[config.mk]
export PLATFORM = sky130hd
export DESIGN_NAME = countdown_timer
export DESIGN_NICKNAME = d
export VERILOG_FILES = /design/src/rtl/countdown_timer.sv
export SDC_FILE = /design/constraint.sdc
export NUM_CORES = 1
export LEC_CHECK = 0
export ABC_CLOCK_PERIOD_IN_PS = 2800
export BUFFER_PORTS_ARGS = -buffer_cell sky130_fd_sc_hd__buf_2
export CORE_MARGIN = 1
export CORE_UTILIZATION = 55
export DETAILED_ROUTE_END_ITERATION = 8
export GPL_TIMING_DRIVEN = 0
export PLACE_DENSITY = 0.79
export SLEW_MARGIN = 20
export SYNTH_ARGS = -nofsm -noshare
export SYNTH_HDL_FRONTEND = slang
export SYNTH_SLANG_ARGS = --single-unit
[constraint.sdc]
create_clock -name clk -period 2.8 [get_ports clk]
set_clock_uncertainty 0.1 [all_clocks]
set_input_delay 0.42 -clock clk [delete_from_list [all_inputs] [get_ports clk]]
set_output_delay 0.42 -clock clk [all_outputs]
set_load 0.01 [all_outputs]
[src/rtl/countdown_timer.sv]
// Purpose : microwave M:SS countdown; shifts BCD keypad digits in while idle, counts down on the 1 Hz tick while running.
// Latency : one core clock from input edge (load/stop/tick) or startn level to the registered digit/state outputs.
// Backpress: none; the keypad encoder is throttled through keypad_enablen, which is low only in ENTRY.
// Ports   : clk, clearn (async active-low reset), bcd_in/loadn (digit + falling-edge strobe),
//           startn (level), stopn (falling edge), pgt_1hz (rising edge = tick),
//           sec_ones/sec_tens/min_ones (display digits), keypad_enablen, magnetron_on, done.
module countdown_timer #(
  parameter int DIGIT_W = 4
) (
  input  logic               clk,
  input  logic               clearn,
  input  logic [DIGIT_W-1:0] bcd_in,
  input  logic               loadn,
  input  logic               startn,
  input  logic               stopn,
  input  logic               pgt_1hz,
  output logic [DIGIT_W-1:0] sec_ones,
  output logic [DIGIT_W-1:0] sec_tens,
  output logic [DIGIT_W-1:0] min_ones,
  output logic               keypad_enablen,
  output logic               magnetron_on,
  output logic               done
);

  localparam logic [1:0] ST_ENTRY = 2'd0;
  localparam logic [1:0] ST_RUN   = 2'd1;
  localparam logic [1:0] ST_PAUSE = 2'd2;
  localparam logic [1:0] ST_DONE  = 2'd3;

  localparam logic [DIGIT_W-1:0] D_ZERO = '0;
  localparam logic [DIGIT_W-1:0] D_NINE = DIGIT_W'(9);
  localparam logic [DIGIT_W-1:0] D_FIVE = DIGIT_W'(5);
  localparam logic [DIGIT_W-1:0] D_ONE  = DIGIT_W'(1);

  logic [1:0] state, state_nxt;
  logic [DIGIT_W-1:0] so_nxt, st_nxt, mo_nxt;
  logic [DIGIT_W-1:0] dec_so, dec_st, dec_mo;
  logic loadn_q, stopn_q, pgt_q;
  logic load_fall, stop_fall, tick;
  logic time_nz, dec_zero;

  // Edge registers preset high so idle-high inputs (and pgt_1hz already
  // high at reset release) produce no phantom event.
  always_ff @(posedge clk or negedge clearn) begin
    if (!clearn) begin
      loadn_q <= 1'b1;
      stopn_q <= 1'b1;
      pgt_q   <= 1'b1;
    end else begin
      loadn_q <= loadn;
      stopn_q <= stopn;
      pgt_q   <= pgt_1hz;
    end
  end

  assign load_fall = loadn_q & ~loadn;
  assign stop_fall = stopn_q & ~stopn;
  assign tick      = ~pgt_q & pgt_1hz;

  assign time_nz = (sec_ones != D_ZERO) || (sec_tens != D_ZERO) || (min_ones != D_ZERO);

  // Plain BCD borrow chain. Tens above 5 are not normalised; they simply
  // count down. RUN is only entered with a nonzero time, so minutes never
  // underflow.
  always_comb begin
    dec_so = sec_ones;
    dec_st = sec_tens;
    dec_mo = min_ones;
    if (sec_ones != D_ZERO) begin
      dec_so = sec_ones - D_ONE;
    end else if (sec_tens != D_ZERO) begin
      dec_so = D_NINE;
      dec_st = sec_tens - D_ONE;
    end else begin
      dec_so = D_NINE;
      dec_st = D_FIVE;
      dec_mo = min_ones - D_ONE;
    end
  end

  assign dec_zero = (dec_so == D_ZERO) && (dec_st == D_ZERO) && (dec_mo == D_ZERO);

  // Event priority in every state: stop_fall, then startn, then tick/load.
  always_comb begin
    state_nxt = state;
    so_nxt    = sec_ones;
    st_nxt    = sec_tens;
    mo_nxt    = min_ones;
    case (state)
      ST_ENTRY: begin
        if (stop_fall) begin
          so_nxt = D_ZERO;
          st_nxt = D_ZERO;
          mo_nxt = D_ZERO;
        end else if (!startn && time_nz) begin
          state_nxt = ST_RUN;
        end else if (load_fall && (bcd_in <= D_NINE)) begin
          mo_nxt = sec_tens;
          st_nxt = sec_ones;
          so_nxt = bcd_in;
        end
      end
      ST_RUN: begin
        if (stop_fall) begin
          state_nxt = ST_PAUSE;
        end else if (tick) begin
          so_nxt = dec_so;
          st_nxt = dec_st;
          mo_nxt = dec_mo;
          if (dec_zero) state_nxt = ST_DONE;
        end
      end
      ST_PAUSE: begin
        if (stop_fall) begin
          state_nxt = ST_ENTRY;
          so_nxt    = D_ZERO;
          st_nxt    = D_ZERO;
          mo_nxt    = D_ZERO;
        end else if (!startn) begin
          state_nxt = ST_RUN;
        end
      end
      default: begin
        if (stop_fall || !startn) state_nxt = ST_ENTRY;
      end
    endcase
  end

  // Status outputs are decoded from the next state so they flip on the
  // same edge as the state register.
  always_ff @(posedge clk or negedge clearn) begin
    if (!clearn) begin
      state          <= ST_ENTRY;
      sec_ones       <= D_ZERO;
      sec_tens       <= D_ZERO;
      min_ones       <= D_ZERO;
      keypad_enablen <= 1'b0;
      magnetron_on   <= 1'b0;
      done           <= 1'b0;
    end else begin
      state          <= state_nxt;
      sec_ones       <= so_nxt;
      sec_tens       <= st_nxt;
      min_ones       <= mo_nxt;
      keypad_enablen <= (state_nxt != ST_ENTRY);
      magnetron_on   <= (state_nxt == ST_RUN);
      done           <= (state_nxt == ST_DONE);
    end
  end

endmodule

### Yosys cells after proc, flatten, opt, wreduce, memory -nomap -nowiden

Cells that the tools add are included.

| cells by class | value |
|---|---|
| eq/ne operators | 9 |
| reductions and logical operators | 18 |
| add/subtract/negate cells | 3 |
| bitwise operators | 6 |
| multiplexer cells | 33 |
| $lt $le $gt $ge | 1 |

Operators by type and width:

| operator | count |
|---|---|
| 4-bit 2-to-1 mux | 21 |
| 4-bit case mux with 3 select lines | 3 |
| 2-bit 2-to-1 mux | 8 |
| 4-bit zero test | 3 |
| 4-bit nonzero test | 3 |
| 4-bit by 1-bit subtractor with 4-bit output, second input constant | 3 |
| 2-bit != test, second input constant | 3 |
| 3-bit != test, second input constant | 2 |
| 2-bit case mux with 3 select lines | 1 |
| 6-bit AND reduction | 1 |
| 2-bit by 1-bit == test with 1-bit output, second input constant | 2 |
| 2-bit == test, second input constant | 2 |
| 4-bit <= comparator, second input constant | 1 |
| 1-bit logical AND | 4 |
| 1-bit bitwise AND | 3 |
| 1-bit logical OR | 3 |
| 1-bit inverter | 3 |
| 3-bit nonzero test | 1 |
| 2-bit zero test | 1 |
| 2-bit nonzero test | 1 |
| 1-bit zero test | 1 |

| storage, ports and cells | value |
|---|---|
| register bits after elaboration | 20 |
| input port bits | 10 |
| word-level logic and storage cells | 80 |

### Longest topological paths before layout

Gate-level depths: netlist (run 1).

| logic depth | value |
|---|---|
| word-level depth | 11 |
| depth in mapped cells | 8 |
| depth with buffers taken out | 7 |

### Least setup slack after synthesis (run 1)

No wires, ideal clock.

| path | value |
|---|---|
| path type | flip-flop to flip-flop |
| start | reg sec_ones[1] |
| end | reg done |
| path slack | 0.560 ns |
| required time | 2.613 ns |
| data arrival time | 2.054 ns |
| cell stages (with the launch flop) | 8 |
| setup time | 0.087 ns |
| path through | dfrtp_1 -> buf_6 -> or3_1 -> buf_2 -> or4_4 -> a31oi_4 -> nand3_2 -> a211oi_2 |

| on the way | value |
|---|---|
| cells in the longest elaborated chain, start to end | 10 |
| elaborated cells between the ends (all ways) | 20 |
| those cells by class | add/sub: 1; eq/ne: 1; mux: 9; reduce/logical: 9 |

Ends and longest elaborated chain:

| element | RTL line | RTL |
|---|---|---|
| start, declared | 17 | `output logic [DIGIT_W-1:0] sec_ones,` |
| start signal, assigned | 142 | `sec_ones <= so_nxt;` |
| 4-bit by 1-bit subtractor with 4-bit output or 4-bit nonzero test (tied branches) | 70, 60, 69 |  |
| 4-bit 2-to-1 mux | 69 | `if (sec_ones != D_ZERO) begin` |
| 4-bit zero test | 81 | `assign dec_zero = (dec_so == D_ZERO) && (dec_st == D_ZERO) && (dec_mo == D_ZERO);` |
| 1-bit logical AND (2 in series) | 81 |  |
| 2-bit 2-to-1 mux | 110 | `if (dec_zero) state_nxt = ST_DONE;` |
| 2-bit 2-to-1 mux | 106 | `end else if (tick) begin` |
| 2-bit 2-to-1 mux | 104 | `if (stop_fall) begin` |
| 2-bit case mux with 3 select lines * | 89 | `case (state)` |
| 2-bit == test * | 147 | `done <= (state_nxt == ST_DONE);` |
| end signal, assigned | 147 |  |
| end, declared | 22 | `output logic done` |

Every way passes the cells marked *; elsewhere a longest branch is shown, timed or not.
A chain may end at the register's enable or synchronous reset.

### Worst setup path in the final report (run 1)

| path | value |
|---|---|
| start | reg sec_ones[3] |
| end | reg min_ones[1] |

| on the way | value |
|---|---|
| cells in the longest elaborated chain, start to end | 6 |
| elaborated cells between the ends (all ways) | 10 |
| those cells by class | eq/ne: 1; mux: 4; reduce/logical: 5 |

Ends and longest elaborated chain:

| element | RTL line | RTL |
|---|---|---|
| 4-bit nonzero test * | 60, 69 |  |
| 1-bit logical OR (2 in series) | 60 | `assign time_nz = (sec_ones != D_ZERO) \|\| (sec_tens != D_ZERO) \|\| (min_ones != D_ZERO);` |
| 1-bit logical AND | 95 | `end else if (!startn && time_nz) begin` |
| 3-bit != test (no line) | -- |  |
| 6-bit AND reduction (no line) | -- |  |
| end signal, assigned | 144 | `min_ones <= mo_nxt;` |
| end, declared | 19 | `output logic [DIGIT_W-1:0] min_ones,` |

Every way passes the cells marked *; elsewhere a longest branch is shown, timed or not. The select of a mux whose other input is x is not followed.

==> results of run 1 <==
[flip-flops by register name, indices dropped and copies added (netlist names), 2 cells and up]
register	flops
min_ones	4
sec_ones	4
sec_tens	4
state	2
[power groups by stage]
stage / Combinational [mW] / Clock (mW) / Sequential (mW)
floorplan: 0.955 / 0 / 0.517
global placement: 1.28 / 0 / 0.501
detailed placement: 1.32 / 0 / 0.503
CTS: 1.33 / 0.180 / 0.497
global route: 1.50 / 0.189 / 0.514
finish: 1.36 / 0.177 / 0.501
[final cells by class]
cell class	instances	share of cell area
clock buffers	4	0.0231
repair buffers	25	0.0829
multi-input cells	116	0.491
well taps	28	0.0223
flip-flops and latches	20	0.321
plain buffers	10	0.0311
inverters	12	0.0287
[synth_stat cells, types with 5 or more instances]
cell	number
sky130_fd_sc_hd__nand2_1	6
sky130_fd_sc_hd__o22ai_1	6
sky130_fd_sc_hd__ha_1	6
sky130_fd_sc_hd__dfrtp_1	17
sky130_fd_sc_hd__nor3_1	9
sky130_fd_sc_hd__nor4_1	5
sky130_fd_sc_hd__a21oi_1	5
sky130_fd_sc_hd__clkbuf_1	5
sky130_fd_sc_hd__o21ai_0	9
sky130_fd_sc_hd__o31ai_1	7
sky130_fd_sc_hd__inv_1	12
sky130_fd_sc_hd__nor2_1	13
sky130_fd_sc_hd__a22oi_1	6
[layout by cell type (no fill, tap or decap), types with 2 or more instances in the layout]
cell / count
sky130_fd_sc_hd__inv_1: 12
sky130_fd_sc_hd__nand4_1: 3
sky130_fd_sc_hd__a21oi_1: 5
sky130_fd_sc_hd__o21ai_0: 9
sky130_fd_sc_hd__ha_1: 6
sky130_fd_sc_hd__buf_2: 27
sky130_fd_sc_hd__o31ai_1: 7
sky130_fd_sc_hd__nor2_1: 13
sky130_fd_sc_hd__clkbuf_4: 3
sky130_fd_sc_hd__a22oi_1: 6
sky130_fd_sc_hd__a32oi_1: 4
sky130_fd_sc_hd__o22ai_1: 6
sky130_fd_sc_hd__or4_1: 2
sky130_fd_sc_hd__a31oi_1: 4
sky130_fd_sc_hd__nand2b_1: 3
sky130_fd_sc_hd__nand2_1: 6
sky130_fd_sc_hd__dfrtp_1: 17
sky130_fd_sc_hd__or3_1: 2
sky130_fd_sc_hd__o21ai_1: 3
sky130_fd_sc_hd__nor4_1: 5
sky130_fd_sc_hd__or2_2: 2
sky130_fd_sc_hd__dfstp_2: 3
sky130_fd_sc_hd__clkbuf_1: 5
sky130_fd_sc_hd__a211oi_1: 3
sky130_fd_sc_hd__nor3_1: 9
[worst paths after layout]
check	startpoint	to
hold / removal	loadn	loadn_q
setup reg to reg	sec_ones[3]	min_ones[1]
max in group asynchronous	clearn	stopn_q
hold reg to reg	sec_tens[3]	sec_tens[3]
setup / recovery	sec_ones[3]	min_ones[1]
min in group asynchronous	clearn	state[1]
[stage by stage]
stage / power [mW] / area [sq um] / setup WS (ns) / hold slack, ns / utilization
6_report: 2.04 / 1570 / 0.307 / 0.0967 / 0.690
5_1_grt: 2.21 / 1570 / 0.188 / 0.0887 / 0.690
4_1_cts: 2.00 / 1570 / 0.402 / 0.0959 / 0.690
3_5_place_dp: 1.82 / 1520 / 0.444 / 0.299 / 0.670
3_3_place_gp: 1.78 / 1520 / 0.469 / 0.285 / 0.670
2_1_floorplan: 1.47 / 1370 / 0.560 / 0.0244 / -
[metal layers]
layer  part of all wire  routed length [microns]  vias up  global-route usage
li1                   -                        -      661                   -
met1               0.45                     1640      685               0.421
met2               0.48                     1720       54               0.479
met3              0.059                      214        6              0.0468
met4              0.012                       44        0               0.108
met5                  0                        0        -                   0
[cell families after synthesis]
logic type | after synthesis | synth area share
and+or+nand+nor | 54 | 0.217
buffers and inverters | 22 | 0.0685
adders and majority gates | 6 | 0.0548
DFF | 20 | 0.368
muxes | 1 | 0.00823
AOI/OAI and AO/OA | 55 | 0.283
[critical path, cell delays in order (launching register included)]
cell,delay [ns]
sky130_fd_sc_hd__dfrtp_1,0.50
sky130_fd_sc_hd__nor4_1,0.62
sky130_fd_sc_hd__and3_1,0.28
sky130_fd_sc_hd__o21ai_1,0.11
sky130_fd_sc_hd__or2_2,0.32
sky130_fd_sc_hd__clkbuf_1,0.25
sky130_fd_sc_hd__o22ai_1,0.22
==> results.txt, run 1 <==
----------------------------------------------------
[Synthesis]
  Post-synth EDFFs ... 0
  Nets in the synthesized netlist ... 174
  Register area share after synthesis ... 0.368
  Biggest area contributors in the synthesized netlist ... sky130_fd_sc_hd__dfrtp_1, sky130_fd_sc_hd__dfstp_2, sky130_fd_sc_hd__ha_1, sky130_fd_sc_hd__o31ai_1, sky130_fd_sc_hd__nor2_1
  Number of different library cells in the post-synthesis netlist ... 44
  Fraction of synthesized cell area taken by the top area cell type ... 0.311
  Synthesized area divided by synthesized cell count ... 8.66 sq um
  Count of yosys warnings during synthesis ... 0
  Cell accounting for the most synthesized area ... sky130_fd_sc_hd__dfrtp_1
  Number of register bits inferred by synthesis ... 20
  Synth Flop Type ... sky130_fd_sc_hd__dfrtp_1
  Count of mapped cells out of synthesis ... 158
  Post-synthesis instance area ... 1370 sq um
  Ys async rst share ... 1.00

[Power]
  Leakage ... 0.696 nW
  Combinational power share ... 0.667
  Clock power share ... 0.087
  Psw ... 1.06 mW
  Peak supply drop ... 0.723 mV
  Power per standard cell area ... 1300 nW/um^2
  Share of total power in sequential cells ... 0.246
  Internal Power ... 0.975 mW
  Switching share of power ... 0.521

[Setup path]
  Critical path class ... reg -> reg
  CP startpoint kind ... flop
  Crit end category ... flop
  Reg2reg setup slack ... 0.31 ns
  Maximum net fanout on the critical path ... 10
  Cell count of the worst reg-to-reg path ... 6
  Crit path DAT ... 2.63 ns
  Required @ worst endpoint ... 2.94 ns

[Clock tree]
  Post-CTS clock slew at the launch and capture registers of the worst setup and hold paths ... 0.12 ns
  Clock insertion delay at the later pin of the skew report ... 0.32 ns
  Clock tree sinks ... 20
  Total setup buffers inserted after CTS ... 0
  Number of H-tree levels ... 1
  # resized after CTS ... 0
  Number of clock buffers inserted by TritonCTS ... 3
  CTS Root Buffer Type ... sky130_fd_sc_hd__clkbuf_4
  Number of hold-repair buffers added at the cts stage ... 1
  TritonCTS clock tree ... yes
  Worst-case clock buffer depth ... 2

[Final layout]
  Final-layout fill cell count ... 176
  Area of the multi-input gates ... 771 sq um
  Non-filler cells in the finished layout ... 215
  Layout area overhead ... 14.7%
  Proportion of layout cells with a drive suffix above 1 ... 0.230
  Net count, final ... 204
  Sequential cell area ... 504 sq um
  Antenna diode count ... 0

[Timing]
  Maximum operating frequency ... 401 MHz
  Setup TNS after final layout ... 0 ns
  Setup repair after global routing missed its margin ... false
  Final Setup Violations ... 0
  Period Utilization, post-route ... 0.890
  Measured slew at the worst slew-check pin ... 0.703 ns
  Hold violation count in the final report ... 0
  Final Max Slew Viols ... 0
  Clock period minus worst slack ... 2.49 ns
  Worst rel slew slack ... 0.527

[Drt]
  Post-DRT Antenna Nets ... 0
  Number of search-and-repair iterations in the first detailed-routing pass ... 4
  Wirelength per Cell ... 16.8 microns
  Total number of vias ... 1406
  DRC ... 0
  Routed via count divided by cell count ... 6.54
  Final wirelength ... 3620 microns
  Initial DRC count ... 90

[Place]
  Placed Instances ... 210
  Final weighted congestion of routability-driven global placement ... 0.898
  Detail Placement HPWL ... 2540 microns
  Port bufs ... 24

[Global route]
  Number of antenna violations at the first check in global routing ... 0
  Pin count of the biggest net entering global routing ... 21
  Wire length of the first global-routing pass ... 5990 microns
  Number of global-route vias before repair ... 1255
  Global router's overall resource usage ... 0.304
  Sum of overflow across all layers after global routing ... 0

[Die]
  Die Footprint ... 2690 sq um
  Core outline area ... 2280 sq um
  Ports ... 25
  Die Y-Extent ... 51.9 microns
  Std cell rows ... 17
  Die W ... 51.9 microns
  Starting Density ... 0.601

[Hold path]
  Class of the tightest hold or removal check ... in -> reg
  Number of stages on the worst hold path ... 1

[Status]
  Outcome ... complete, no violations

[Flow run]
  Number of max-cap violations ... 0

----------------------------------------------------
(Power assumes the default switching activity.)
==> run 2: changes to the inputs <==
Settings changed: RECOVER_POWER from default to 25.
==> results.txt, run 2 (synthesis results as in run 1) <==
----------------------------------------------------
[Power]
  Psw ... 1.06 mW
  Internal Power ... 0.974 mW
  Leakage ... 0.688 nW
  Post-layout total power ... 2.03 mW
  Clock power share ... 0.087
  Combinational power share ... 0.667
  Peak supply drop ... 0.722 mV
  Switching share of power ... 0.521
  Share of total power in sequential cells ... 0.246
  Power per standard cell area ... 1300 nW/um^2

[Final layout]
  Registers with the most flip-flops ... min_ones (4), sec_ones (4), sec_tens (4)
  Antenna diode count ... 0
  Proportion of layout cells with a drive suffix above 1 ... 0.214
  Most frequent cells in the layout ... sky130_fd_sc_hd__buf_2, sky130_fd_sc_hd__dfrtp_1, sky130_fd_sc_hd__nor2_1
  Net count, final ... 204
  Most common cell after layout, fill and taps aside ... sky130_fd_sc_hd__buf_2
  Final Instance Area ... 1570 sq um
  Non-filler cells in the finished layout ... 215
  Layout area overhead ... 14.4%

[Drt]
  Number of search-and-repair iterations in the first detailed-routing pass ... 4
  Wirelength per Cell ... 16.8 microns
  Routed via count divided by cell count ... 6.56
  Total number of vias ... 1411
  Initial DRC count ... 90
  Post-DRT Antenna Nets ... 0
  Final wirelength ... 3610 microns
  DRC ... 0

[Setup path]
  Critical path class ... reg -> reg
  Required @ worst endpoint ... 2.94 ns
  Maximum net fanout on the critical path ... 10
  Critical Path Max Stage Delay ... 0.58 ns
  CP startpoint kind ... flop
  Slowest-stage cell, CP ... sky130_fd_sc_hd__nor4_1
  Crit end category ... flop
  List of cells traversed by the critical path ... nor4_1, and3_1, o21ai_1, or2_2, clkbuf_1, o22ai_1
  Crit path DAT ... 2.59 ns

[Global route]
  Number of antenna violations at the first check in global routing ... 0
  Sum of overflow across all layers after global routing ... 0
  Wire length of the first global-routing pass ... 5990 microns
  Global router's overall resource usage ... 0.304
  Pin count of the biggest net entering global routing ... 21
  Number of global-route vias before repair ... 1255

[Die]
  Core outline area ... 2280 sq um
  Std cell rows ... 17
  Die Y-Extent ... 51.9 microns
  Ports ... 25
  Die Footprint ... 2690 sq um
  Die W ... 51.9 microns
  Starting Density ... 0.601

[Clock tree]
  Worst-case clock buffer depth ... 2
  Clock tree sinks ... 20
  Post-CTS clock slew at the launch and capture registers of the worst setup and hold paths ... 0.12 ns
  Number of clock buffers inserted by TritonCTS ... 3
  Number of H-tree levels ... 1
  # resized after CTS ... 0
  Clock insertion delay at the later pin of the skew report ... 0.31 ns
  TritonCTS clock tree ... yes
  CTS Root Buffer Type ... sky130_fd_sc_hd__clkbuf_4
  Total setup buffers inserted after CTS ... 0

[Timing]
  Setup TNS after final layout ... 0 ns
  Setup repair after global routing missed its margin ... false
  Clock period minus worst slack ... 2.45 ns
  Hold violation count in the final report ... 0
  Final Setup Violations ... 0
  Period Utilization, post-route ... 0.876
  Measured slew at the worst slew-check pin ... 1.13 ns
  Worst rel slew slack ... 0.247
  Maximum operating frequency ... 408 MHz
  Final Max Slew Viols ... 0

[Place]
  Port bufs ... 24
  Detail Placement HPWL ... 2540 microns
  Placed Instances ... 210
  Final weighted congestion of routability-driven global placement ... 0.898
  Post-placement cell area ... 1520 sq um

[Flow run]
  Number of max-cap violations ... 0

[Status]
  Outcome ... complete, no violations

[Hold path]
  Class of the tightest hold or removal check ... in -> reg

----------------------------------------------------
[run 2: cell types whose count changed in the layout (fill, tap and decap cells not counted), sizes merged]
| cell | before | now |
|---|---|---|
| buf | 29 | 26 |
| clkbuf | 9 | 12 |
[run 2: power groups by stage]
stage,clock network [mW],registers (mW),logic (mW)
final,0.177,0.501,1.36
after floorplan,0,0.517,0.955
after global placement,0,0.501,1.28
after global routing,0.189,0.514,1.50
after CTS,0.180,0.497,1.33
after detailed placement,0,0.503,1.32
[run 2: per-layer routing]
metal	GRT usage	share of wire
met1	0.421	0.45
met2	0.479	0.48
met3	0.0468	0.057
met4	0.108	0.012
met5	0	0
[run 2: area by class of cell]
type	count	area, sq um
Tap cell	28	35.0
Fill cell	179	709
Sequential cell	20	504
Multi-Input combinational cell	116	771
Timing Repair Buffer	25	126
Inverter	12	45.0
Clock buffer	4	36.3
Buffer	10	48.8
[run 2: worst paths after layout]
check,from,end,slack (ns),depth (start not counted)
worst min-delay path,pgt_1hz,pgt_q,0.1,1
worst min register to register,sec_tens[2],sec_tens[2],0.54,2
max in group asynchronous,clearn,sec_tens[1],1.20,2
min in group asynchronous,clearn,state[1],0.72,2
worst max-delay path,sec_ones[3],min_ones[1],0.35,6
worst max register to register,sec_ones[3],min_ones[1],0.35,6
[run 2: what timing repair did]
item                                    CTS  global route
endpoints found under the hold margin    17             0
endpoints found under the setup margin    0             0
hold buffers                              1             0
[run 2: through the flow]
stage	hold WS, ns	setup slack (ns)	util
3_5_place_dp	0.299	0.444	0.670
6_report	0.0960	0.348	0.688
5_1_grt	0.0792	0.188	0.688
2_1_floorplan	0.0244	0.560	-
4_1_cts	0.0959	0.402	0.690
3_3_place_gp	0.285	0.469	0.670
[run 2: critical path, delay by kind of cell (launching register included)]
| family | cells | cell delay [ns] |
|---|---|---|
| flops | 1 | 0.50 |
| simple gates | 3 | 1.18 |
| buf+inv | 1 | 0.25 |
| compound gates | 2 | 0.33 |
